<file path="src/rtl/sample_ram_arb.sv">
// sample_ram_arb: round-robin arbiter sharing the sample RAM's single
// pipelined Wishbone port between the USB capture writer (m0) and the host
// debug/readout path (m1). A grant is held until every ack the owner is owed
// has come back, so acks can be routed purely by owner. A per-grant beat
// limit forces a release so neither master can starve the other.
module sample_ram_arb #(
    parameter int MAX_OUTSTANDING = 4,   // 1..15
    parameter int BURST_LEN       = 16   // 1..255
) (
    input  logic        clk_i,
    input  logic        rst_i,

    input  logic [31:0] m0_addr_i,
    input  logic [31:0] m0_data_i,
    input  logic [3:0]  m0_sel_i,
    input  logic        m0_we_i,
    input  logic        m0_stb_i,
    output logic        m0_stall_o,
    output logic        m0_ack_o,
    output logic [31:0] m0_data_o,

    input  logic [31:0] m1_addr_i,
    input  logic [31:0] m1_data_i,
    input  logic [3:0]  m1_sel_i,
    input  logic        m1_we_i,
    input  logic        m1_stb_i,
    output logic        m1_stall_o,
    output logic        m1_ack_o,
    output logic [31:0] m1_data_o,

    output logic [31:0] s_addr_o,
    output logic [31:0] s_data_o,
    output logic [3:0]  s_sel_o,
    output logic        s_we_o,
    output logic        s_stb_o,
    input  logic        s_stall_i,
    input  logic        s_ack_i,
    input  logic [31:0] s_data_i
);

    localparam logic [3:0] MaxOut   = 4'(MAX_OUTSTANDING);
    localparam logic [7:0] BurstMax = 8'(BURST_LEN);

    typedef enum logic {
        IDLE  = 1'b0,
        GRANT = 1'b1
    } state_t;

    state_t      state_q;
    logic        owner_q;      // 0 = m0, 1 = m1
    logic        last_q;       // master granted most recently
    logic [3:0]  out_cnt_q;
    logic [3:0]  out_cnt_d;
    logic [7:0]  beat_cnt_q;
    logic [7:0]  beat_cnt_d;

    logic        in_grant;
    logic        owner_stb;
    logic        ack_valid;
    logic        gate;
    logic        accept;
    logic        release_grant;
    logic        winner;

    // Owner handshake qualification, counter next-state and release decision
    always_comb begin
        in_grant  = (state_q == GRANT);
        owner_stb = owner_q ? m1_stb_i : m0_stb_i;
        // Acks outside a grant, or with nothing outstanding, are protocol
        // noise and must neither reach a master nor move the counter.
        ack_valid = in_grant && s_ack_i && (out_cnt_q != 4'd0);
        // An ack returning this cycle frees its slot immediately, so a full
        // window reopens in the same cycle the first response lands.
        gate      = ((out_cnt_q < MaxOut) || ack_valid) && (beat_cnt_q < BurstMax);
        accept    = in_grant && owner_stb && gate && !s_stall_i;

        out_cnt_d = out_cnt_q;
        if (accept && !ack_valid) begin
            out_cnt_d = out_cnt_q + 4'd1;
        end else if (!accept && ack_valid) begin
            out_cnt_d = out_cnt_q - 4'd1;
        end

        beat_cnt_d = beat_cnt_q;
        if (accept && (beat_cnt_q < BurstMax)) begin
            beat_cnt_d = beat_cnt_q + 8'd1;
        end

        release_grant = (out_cnt_d == 4'd0) && (!owner_stb || (beat_cnt_d == BurstMax));

        // On a tie the master that did not hold the previous grant wins.
        winner = (m0_stb_i && m1_stb_i) ? ~last_q : m1_stb_i;
    end

    // Slave request mux, per-master stall and ack routing
    always_comb begin
        s_stb_o  = in_grant && owner_stb && gate;
        s_addr_o = '0;
        s_data_o = '0;
        s_sel_o  = '0;
        s_we_o   = 1'b0;
        if (in_grant) begin
            if (owner_q) begin
                s_addr_o = m1_addr_i;
                s_data_o = m1_data_i;
                s_sel_o  = m1_sel_i;
                s_we_o   = m1_we_i;
            end else begin
                s_addr_o = m0_addr_i;
                s_data_o = m0_data_i;
                s_sel_o  = m0_sel_i;
                s_we_o   = m0_we_i;
            end
        end
        m0_stall_o = !(in_grant && !owner_q && gate && !s_stall_i);
        m1_stall_o = !(in_grant &&  owner_q && gate && !s_stall_i);
        m0_ack_o   = ack_valid && !owner_q;
        m1_ack_o   = ack_valid &&  owner_q;
    end

    // Read data fans out unqualified; the ack tells each master when it is theirs
    assign m0_data_o = s_data_i;
    assign m1_data_o = s_data_i;

    // Arbitration FSM: grant on request in IDLE, release once drained
    always_ff @(posedge clk_i or posedge rst_i) begin
        if (rst_i) begin
            state_q    <= IDLE;
            owner_q    <= 1'b0;
            last_q     <= 1'b1;
            out_cnt_q  <= '0;
            beat_cnt_q <= '0;
        end else begin
            case (state_q)
                IDLE: begin
                    out_cnt_q <= '0;
                    if (m0_stb_i || m1_stb_i) begin
                        state_q    <= GRANT;
                        owner_q    <= winner;
                        last_q     <= winner;
                        beat_cnt_q <= '0;
                    end
                end
                GRANT: begin
                    out_cnt_q  <= out_cnt_d;
                    beat_cnt_q <= beat_cnt_d;
                    if (release_grant) begin
                        state_q <= IDLE;
                    end
                end
                default: state_q <= IDLE;
            endcase
        end
    end

endmodule
</file>
<file path="config.mk">
export PLATFORM = sky130hd
export DESIGN_NAME = sample_ram_arb
export DESIGN_NICKNAME = d
export VERILOG_FILES = /design/src/rtl/sample_ram_arb.sv
export SDC_FILE = /design/constraint.sdc
export NUM_CORES = 1
export LEC_CHECK = 0
export ABC_AREA = 0
export BUFFER_PORTS_ARGS = -buffer_cell sky130_fd_sc_hd__buf_2
export CAP_MARGIN = 15
export CORE_AREA = 2 2 121 123
export CTS_CLUSTER_DIAMETER = 60
export DETAILED_ROUTE_END_ITERATION = 7
export DIE_AREA = 0 0 123 125
export PLACE_DENSITY = 0.48
export SLEW_MARGIN = 20
export SYNTH_ARGS = -nofsm -noshare
export SYNTH_HDL_FRONTEND = slang
export SYNTH_SLANG_ARGS = --single-unit
</file>
<file path="constraint.sdc">
create_clock -name clk_i -period 4.4 [get_ports clk_i]
set_input_delay 0.44 -clock clk_i [delete_from_list [all_inputs] [get_ports clk_i]]
set_output_delay 0.44 -clock clk_i [all_outputs]
set_load 0.03 [all_outputs]
</file>
Word level (Yosys, flattened, before mapping)
Cells that the tools add are included.
- flip-flop bits (word level): 15
- input port bits: 176
- output and inout bits: 138
- word-level logic and storage cells: 65
- add/sub/neg operators: 3
- order comparisons: 2
- equal/unequal tests: 2
- multiplexer cells: 19
- bitwise operators: 2
- reduce and logical (&&, ||, !) cells: 32
- operators by type and width (operator ; count):
    $mux 32 ; 4
    $logic_and 1x1->1 ; 19
    $mux 4 ; 4
    $mux 8 ; 2
    $pmux 8 s2 ; 1
    $add 8x1->8 const B ; 1
    $eq 8x5->1 const B ; 1
    $lt 8x5->1 const B ; 1
    $pmux 4 s2 ; 1
    $logic_not 1->1 ; 7
    $mux 1 ; 6
    $add 4x1->4 const B ; 1
    $logic_not 4->1 ; 1
    $lt 4x3->1 const B ; 1
    $reduce_bool 4->1 ; 1
    $sub 4x1->4 const B ; 1
    $logic_or 1x1->1 ; 3
    $ne 2x2->1 const B ; 1
    $not 1->1 ; 2
    $pmux 1 s2 ; 1
    $reduce_and 2->1 ; 1

Logic depth before layout (Yosys ltp)
Gate-level depths: netlist (run 1).
- depth after elaboration: 14
- gate-level depth with buffers: 8
- gate-level depth less buffers: 7

Worst setup path after synthesis (run 1)
OpenSTA, ideal clock, no wires.
- path type: reg-to-output
- start: register state_q (netlist: in_grant)
- end: output port s_stb_o
- arrival time: 1.905 ns
- required time: 3.960 ns
- path slack: 2.055 ns
- stages on the path, launching flop included: 4
- buffers on the path: 2
- cell sequence: dfrtp_1 > clkbuf_1 > clkbuf_1 > nor4b_1
- cells in the longest elaborated chain, start to end: 5
- elaborated cells between the ends (all ways): 6
- classes of those cells: 6 x reduce/logical
- ends and longest elaborated chain (element ; line ; RTL):
    start: declaration ; 49 ; state_t state_q;
    start signal: assignment ; 128 ; state_q <= IDLE;
    start signal: assignment ; 138 ; state_q <= GRANT;
    start signal: assignment ; 148 ; state_q <= IDLE;
    $logic_and 1x1->1 (2 in series) ; 71 ; ack_valid = in_grant && s_ack_i && (out_cnt_q != 4'd0);
    $logic_or 1x1->1 ; 74 ; gate = ((out_cnt_q < MaxOut) || ack_valid) && (beat_cnt_q < BurstMax);
    $logic_and 1x1->1 ; 74 ;
    $logic_and 1x1->1 * ; 97 ; s_stb_o = in_grant && owner_stb && gate;
    end: declaration ; 35 ; output logic s_stb_o,
Mark *: on every way between the ends. The rest lies on a longest branch, timed or not.

Worst setup path in the final report (run 1)
- start: register state_q (netlist: in_grant)
- end: output port m0_ack_o
- cells in the longest elaborated chain, start to end: 3
- ends and longest elaborated chain (element ; line ; RTL):
    $logic_and 1x1->1 (2 in series) ; 71 ;
    $logic_and 1x1->1 ; 117 ; m0_ack_o = ack_valid && !owner_q;
    end: declaration ; 19 ; output logic m0_ack_o,
Every way passes these cells.

==> results.cfg, run 1 <==
[power]
p_seq_share_pct = 14.3
swShare_pct = 58.13
combPwrFrac_pct = 79.0
clock_power_share_pct = 6.7
p_leak_uw = 0.001889
finalPower_uw = 2668
p_per_area_nw_per_um2 = 760.0
p_int_uw = 1117
power.switching_uw = 1551
ir_worst_vdd_v = 0.0002498

[floorplanning]
dieArea_um2 = 15380
rows = 44
io_pins = 314
dieWidth_um = 123
core_um2 = 14200
initial_utilization_pct = 18.79
chipHeight_um = 125

[timing]
holdWs_ps = 248.0
hold_viol = 0
rsz0062_at_grt = false
clock_skew_ps = 2.651
finalCritPeriodShare_pct = 62.88
finalSetupViolations = 0
slew_headroom_pct = 56.23
tightest_slew_ps = 656.5
setup_tns_ps = 0
period_minus_slack_ps = 2767
drv_slew = 0
max_freq_mhz = 361.5

[setup_path]
crit_path_start_kind = flip-flop
critPathTopFamily = flip-flops
path_class = flip-flop to primary output
r2r-end = in_grant
cp.arrival_ps = 2330
cp.required_ps = 3960
reg2reg_slack_ps = 1790
r2r-start = in_grant
reg2regPathDepth = 7
cp.buffers_inverters = 2
slowest_stage = dfrtp_2
critical-path-max-stage-delay_ps = 780
critical_path.endpoint_type = primary output
cp_max_fo = 48
path_cells = buf_4 > nand2_1 > a21oi_2 > nor2b_1 > buf_2

[global_routing]
grt_usage_pct = 9.407
grt_pass1_wl_um = 11990
overflow = 0
grt_antenna_before_repair = 0
grt_pass1_vias = 2521
grt_max_degree = 49

[clock_tree]
cts_inserted_buffers = 3
ctsHoldBuffers = 0
htreeDepth = 1
cts_tree = done
clock_sinks = 15
cts_resized = 0
clockBufferDepth = 2
clk_latency_ps = 240
cts-root-buf = clkbuf_16
clkSlewWorstSetupHoldPaths_ps = 50
postCtsSetupBuffers = 0

[synthesis]
ys_seq_area_share_pct = 14.11
yosys_warnings = 0
yosys.area.top_type = mux2i_1
synth_edf_count = 0
netlist.area_leader.share_pct = 27.38
synth_area_leaders = mux2i_1 (27%), buf_4 (18%), nor2b_1 (17%)
synth_flop_cell = dfrtp_1
ys_seq_elements = 15
synth_area_per_cell_um2 = 8.187
synth_nets = 505
synth_cell_types = 41
async_flop_share_pct = 100.0
syn_inst = 326
synth_area_um2 = 2669

[detailed_routing]
drt_first_pass_iters = 4
drt-met1-wl_um = 3268
routed_wirelength_um = 8076
drt-wirelength-per-cell_um = 12.42
wl_met3_um = 815
vias = 2683
vias_per_cell = 4.128
ant_nets = 0
dr.max_layer_used = met4
wl_met2_um = 3940
drc = 0
first_iter_violations = 58

[layout]
final_common_cell = buf_2
final_core_util_pct = 24.72
drive_gt1_share_pct = 50.64
finalInstanceArea_um2 = 3511
antenna_cells = 0
fillers = 1565
area_delta_synth_final_pct = 31.55
mostFrequentLayoutCells = buf_2 (217), mux2i_1 (73), nor2b_1 (72)
ff_latch_area_um2 = 381.6
final_nets = 646
multiInputGateArea_um2 = 1703

[place]
placed_area_um2 = 3431
gp_congestion = 0.7638
io_buffers = 217
dp_hpwl_um = 6669

[outcome]
status = finished, final reports clean

[hold_path]
hp-class = primary input to asynchronous set/reset pin

[run]
cap_violations = 0
## power by group through the flow
stage	Sequential [uW]	Combinational, uW	Clock [uW]
after global placement	379	2120	0
final	382	2110	179
after global routing	410	2270	194
after detailed placement	389	2130	0
after CTS	389	2140	185
after floorplan	239	1850	0
## layout make-up
type | count | share of cell area, %
clock buffer | 3 | 2.138
clock inverter | 1 | 0.1426
inverter | 4 | 0.4277
multi-input combinational | 224 | 48.50
sequential | 15 | 10.87
tap | 184 | 6.557
timing repair buffer | 219 | 31.36
## kinds of logic after synthesis
group,count (synthesis),share of synthesized area (%)
AOI/OAI and AO/OA,22,5.485
xor gates and xnor gates,4,1.313
adders and majority gates,3,1.407
buffers and inverters,87,22.08
DFF,15,14.11
muxes,75,28.50
and+or+nand+nor,120,27.10
## Yosys cell counts, types with 3 or more instances
cell type  number
nor3_1          3
a21oi_1         7
mux2i_1        73
dfrtp_1        14
o21ai_0         5
nand2_1        10
ha_1            3
and2_1          6
buf_2           6
nor2_1          7
or3_1           3
nor2b_1        72
nand3_1         6
inv_1           4
xnor2_1         3
buf_4          64
clkbuf_1       11
## per-layer routing
layer / vias up / global-route usage (%)
met3: 17 / 2.190
li1: 1315 / -
met5: - / 0
met1: 1194 / 10.99
met2: 157 / 17.58
met4: 0 / 1.270
## stage by stage
stage	instances	worst slack, ps
after floorplan	326	2055
after global routing	650	1406
after CTS	650	1601
after detailed placement	646	1774
final	650	1633
after global placement	646	1920
## registers in the layout, indices dropped and copies added, names as in the netlist
register,count
in_grant,1
beat_cnt_q,8
owner_q,1
out_cnt_q,4
last_q,1
## worst reg2reg max path, stage by stage, from the launching register on
cell and delay (ps):
dfrtp_2 780, buf_4 450, nand2_1 180, a21oi_2 300, xnor2_1 150, or3_1 320
a21boi_1 170, a41oi_1 120
## worst max path at each step
stage,cells past startpoint,end,from
3_5_place_dp,7,in_grant,in_grant
6_report,5,m0_ack_o,in_grant
3_3_place_gp,7,in_grant,in_grant
2_1_floorplan,3,s_stb_o,in_grant
4_1_cts,5,m0_ack_o,in_grant
5_1_grt,5,m0_ack_o,in_grant
Note: power is estimated with default switching activity, not from simulation.
==> run 2, diff against run 1 <==
Settings changed: CORE_AREA 2 2 121 123 to 2 2 123 125, DIE_AREA 0 0 123 125 to 0 0 125 127, PLACE_DENSITY 0.48 to 0.47.
Clock period 4.4 ns to 2.7 ns, I/O delays scaled along.
==> run 2 against run 1 <==
Against the previous run:
- wire length grew 2.8%
- cell area grew 0.61%
- global-route usage down 0.082 points
- clock-buffer cell count increased by 1
==> results.cfg, run 2 (synthesis results as in run 1) <==
[power]
combPwrFrac_pct = 83.8
power.switching_uw = 2542
p_per_area_nw_per_um2 = 1244
p_seq_share_pct = 9.6
clock_power_share_pct = 6.6
p_int_uw = 1854
p_leak_uw = 0.001895
ir_worst_vdd_v = 0.0004606
swShare_pct = 57.83

[detailed_routing]
ant_nets = 0
vias_per_cell = 4.075
drc = 0
first_iter_violations = 67
vias = 2657
drt-wirelength-per-cell_um = 12.74
drt_first_pass_iters = 4
routed_wirelength_um = 8304

[floorplanning]
core_um2 = 14420
chipHeight_um = 127
dieArea_um2 = 15880
dieWidth_um = 125
rows = 44
io_pins = 314
initial_utilization_pct = 18.50

[global_routing]
grt_antenna_before_repair = 1
grt_pass1_wl_um = 12360
grt_max_degree = 76
grt_usage_pct = 9.325
overflow = 0
grt_pass1_vias = 2468

[layout]
finalInstanceArea_um2 = 3532
reg.largest.list = beat_cnt_q x8, out_cnt_q x4
final_common_cell = buf_2
area_delta_synth_final_pct = 32.35
largest_register_ffs = 8
mostFrequentLayoutCells = buf_2 (217), mux2i_1 (73), nor2b_1 (72)
final_nets = 647
largest_register = beat_cnt_q
drive_gt1_share_pct = 50.54
final_core_util_pct = 24.49
fillers = 1581

[setup_path]
reg2regPathDepth = 7
reg2reg_slack_ps = 580
r2r-start = in_grant
cp_max_fo = 51
crit_path_start_kind = flip-flop
r2r-end = in_grant
cp.arrival_ps = 1850
path_class = flip-flop to primary output
cp.required_ps = 2430
critical_path.endpoint_type = primary output

[clock_tree]
clockBufferDepth = 2
clk_latency_ps = 250
postCtsSetupBuffers = 0
ctsHoldBuffers = 0
cts_inserted_buffers = 3
htreeDepth = 1
cts-root-buf = clkbuf_16
clock_sinks = 15
cts_resized = 0
clkSlewWorstSetupHoldPaths_ps = 50
cts_tree = done

[outcome]
status = finished, final reports clean

[timing]
max_freq_mhz = 470.6
rsz0062_at_grt = false
period_minus_slack_ps = 2125
drv_slew = 0
finalSetupViolations = 0
finalCritPeriodShare_pct = 78.70
hold_viol = 0
slew_headroom_pct = 58.78
tightest_slew_ps = 617.7
setup_tns_ps = 0
clock_skew_ps = 5.064

[place]
placed_area_um2 = 3451
gp_congestion = 0.7926
io_buffers = 217
dp_hpwl_um = 6705

[run]
cap_violations = 0

[hold_path]
hp-class = primary input to asynchronous set/reset pin
[run 2: area by class of cell]
type | instances | area, um^2 | area share (%)
timing repair buffer | 220 | 1121 | 31.74
multi-input combinational | 224 | 1703 | 48.21
antenna | 1 | 2.502 | 0.07085
clock buffer | 4 | 78.83 | 2.232
tap | 184 | 230.2 | 6.518
inverter | 4 | 15.01 | 0.4251
sequential | 15 | 381.6 | 10.80
[run 2: metal layers]
metal | share of wire (%) | GRT usage (%) | vias to the layer above
met4 | 1.3 | 1.765 | 0
met5 | 0 | 0 | -
met1 | 40 | 11.15 | 1188
met3 | 9.5 | 2.889 | 17
li1 | - | - | 1318
met2 | 49 | 16.62 | 134
[run 2: power groups by stage]
| stage | logic, uW | registers (uW) | clock network, uW |
|---|---|---|---|
| after detailed placement | 3720 | 425 | 0 |
| after global placement | 3690 | 421 | 0 |
| after floorplan | 3010 | 390 | 0 |
| after CTS | 3740 | 421 | 297 |
| final | 3680 | 423 | 290 |
| after global routing | 3960 | 441 | 305 |
[run 2: worst max-delay path by stage]
stage / cells after the start / slack (ps) / end / start
2_1_floorplan: 3 / 530 / s_stb_o / in_grant
3_3_place_gp: 7 / 610 / in_grant / in_grant
3_5_place_dp: 7 / 550 / in_grant / in_grant
4_1_cts: 7 / 540 / in_grant / in_grant
5_1_grt: 7 / 310 / in_grant / in_grant
6_report: 5 / 580 / m0_ack_o / in_grant
[run 2: metrics by stage]
| stage | setup WS, ps | cells | hold slack [ps] | total power [uW] |
|---|---|---|---|---|
| after detailed placement | 553.0 | 647 | 383.3 | 4146 |
| after global routing | 309.2 | 651 | 149.5 | 4708 |
| final | 575.2 | 652 | 92.89 | 4395 |
| after floorplan | 525.2 | 326 | 170.8 | 3399 |
| after CTS | 540.7 | 651 | 115.4 | 4454 |
| after global placement | 607.0 | 647 | 376.8 | 4110 |
[run 2: worst max-delay path: stages (launching register included)]
cell and delay (ps):
dfrtp_2 390, buf_4 370, nand2_1 160, a21oi_2 310, nor2b_1 170, buf_2 200
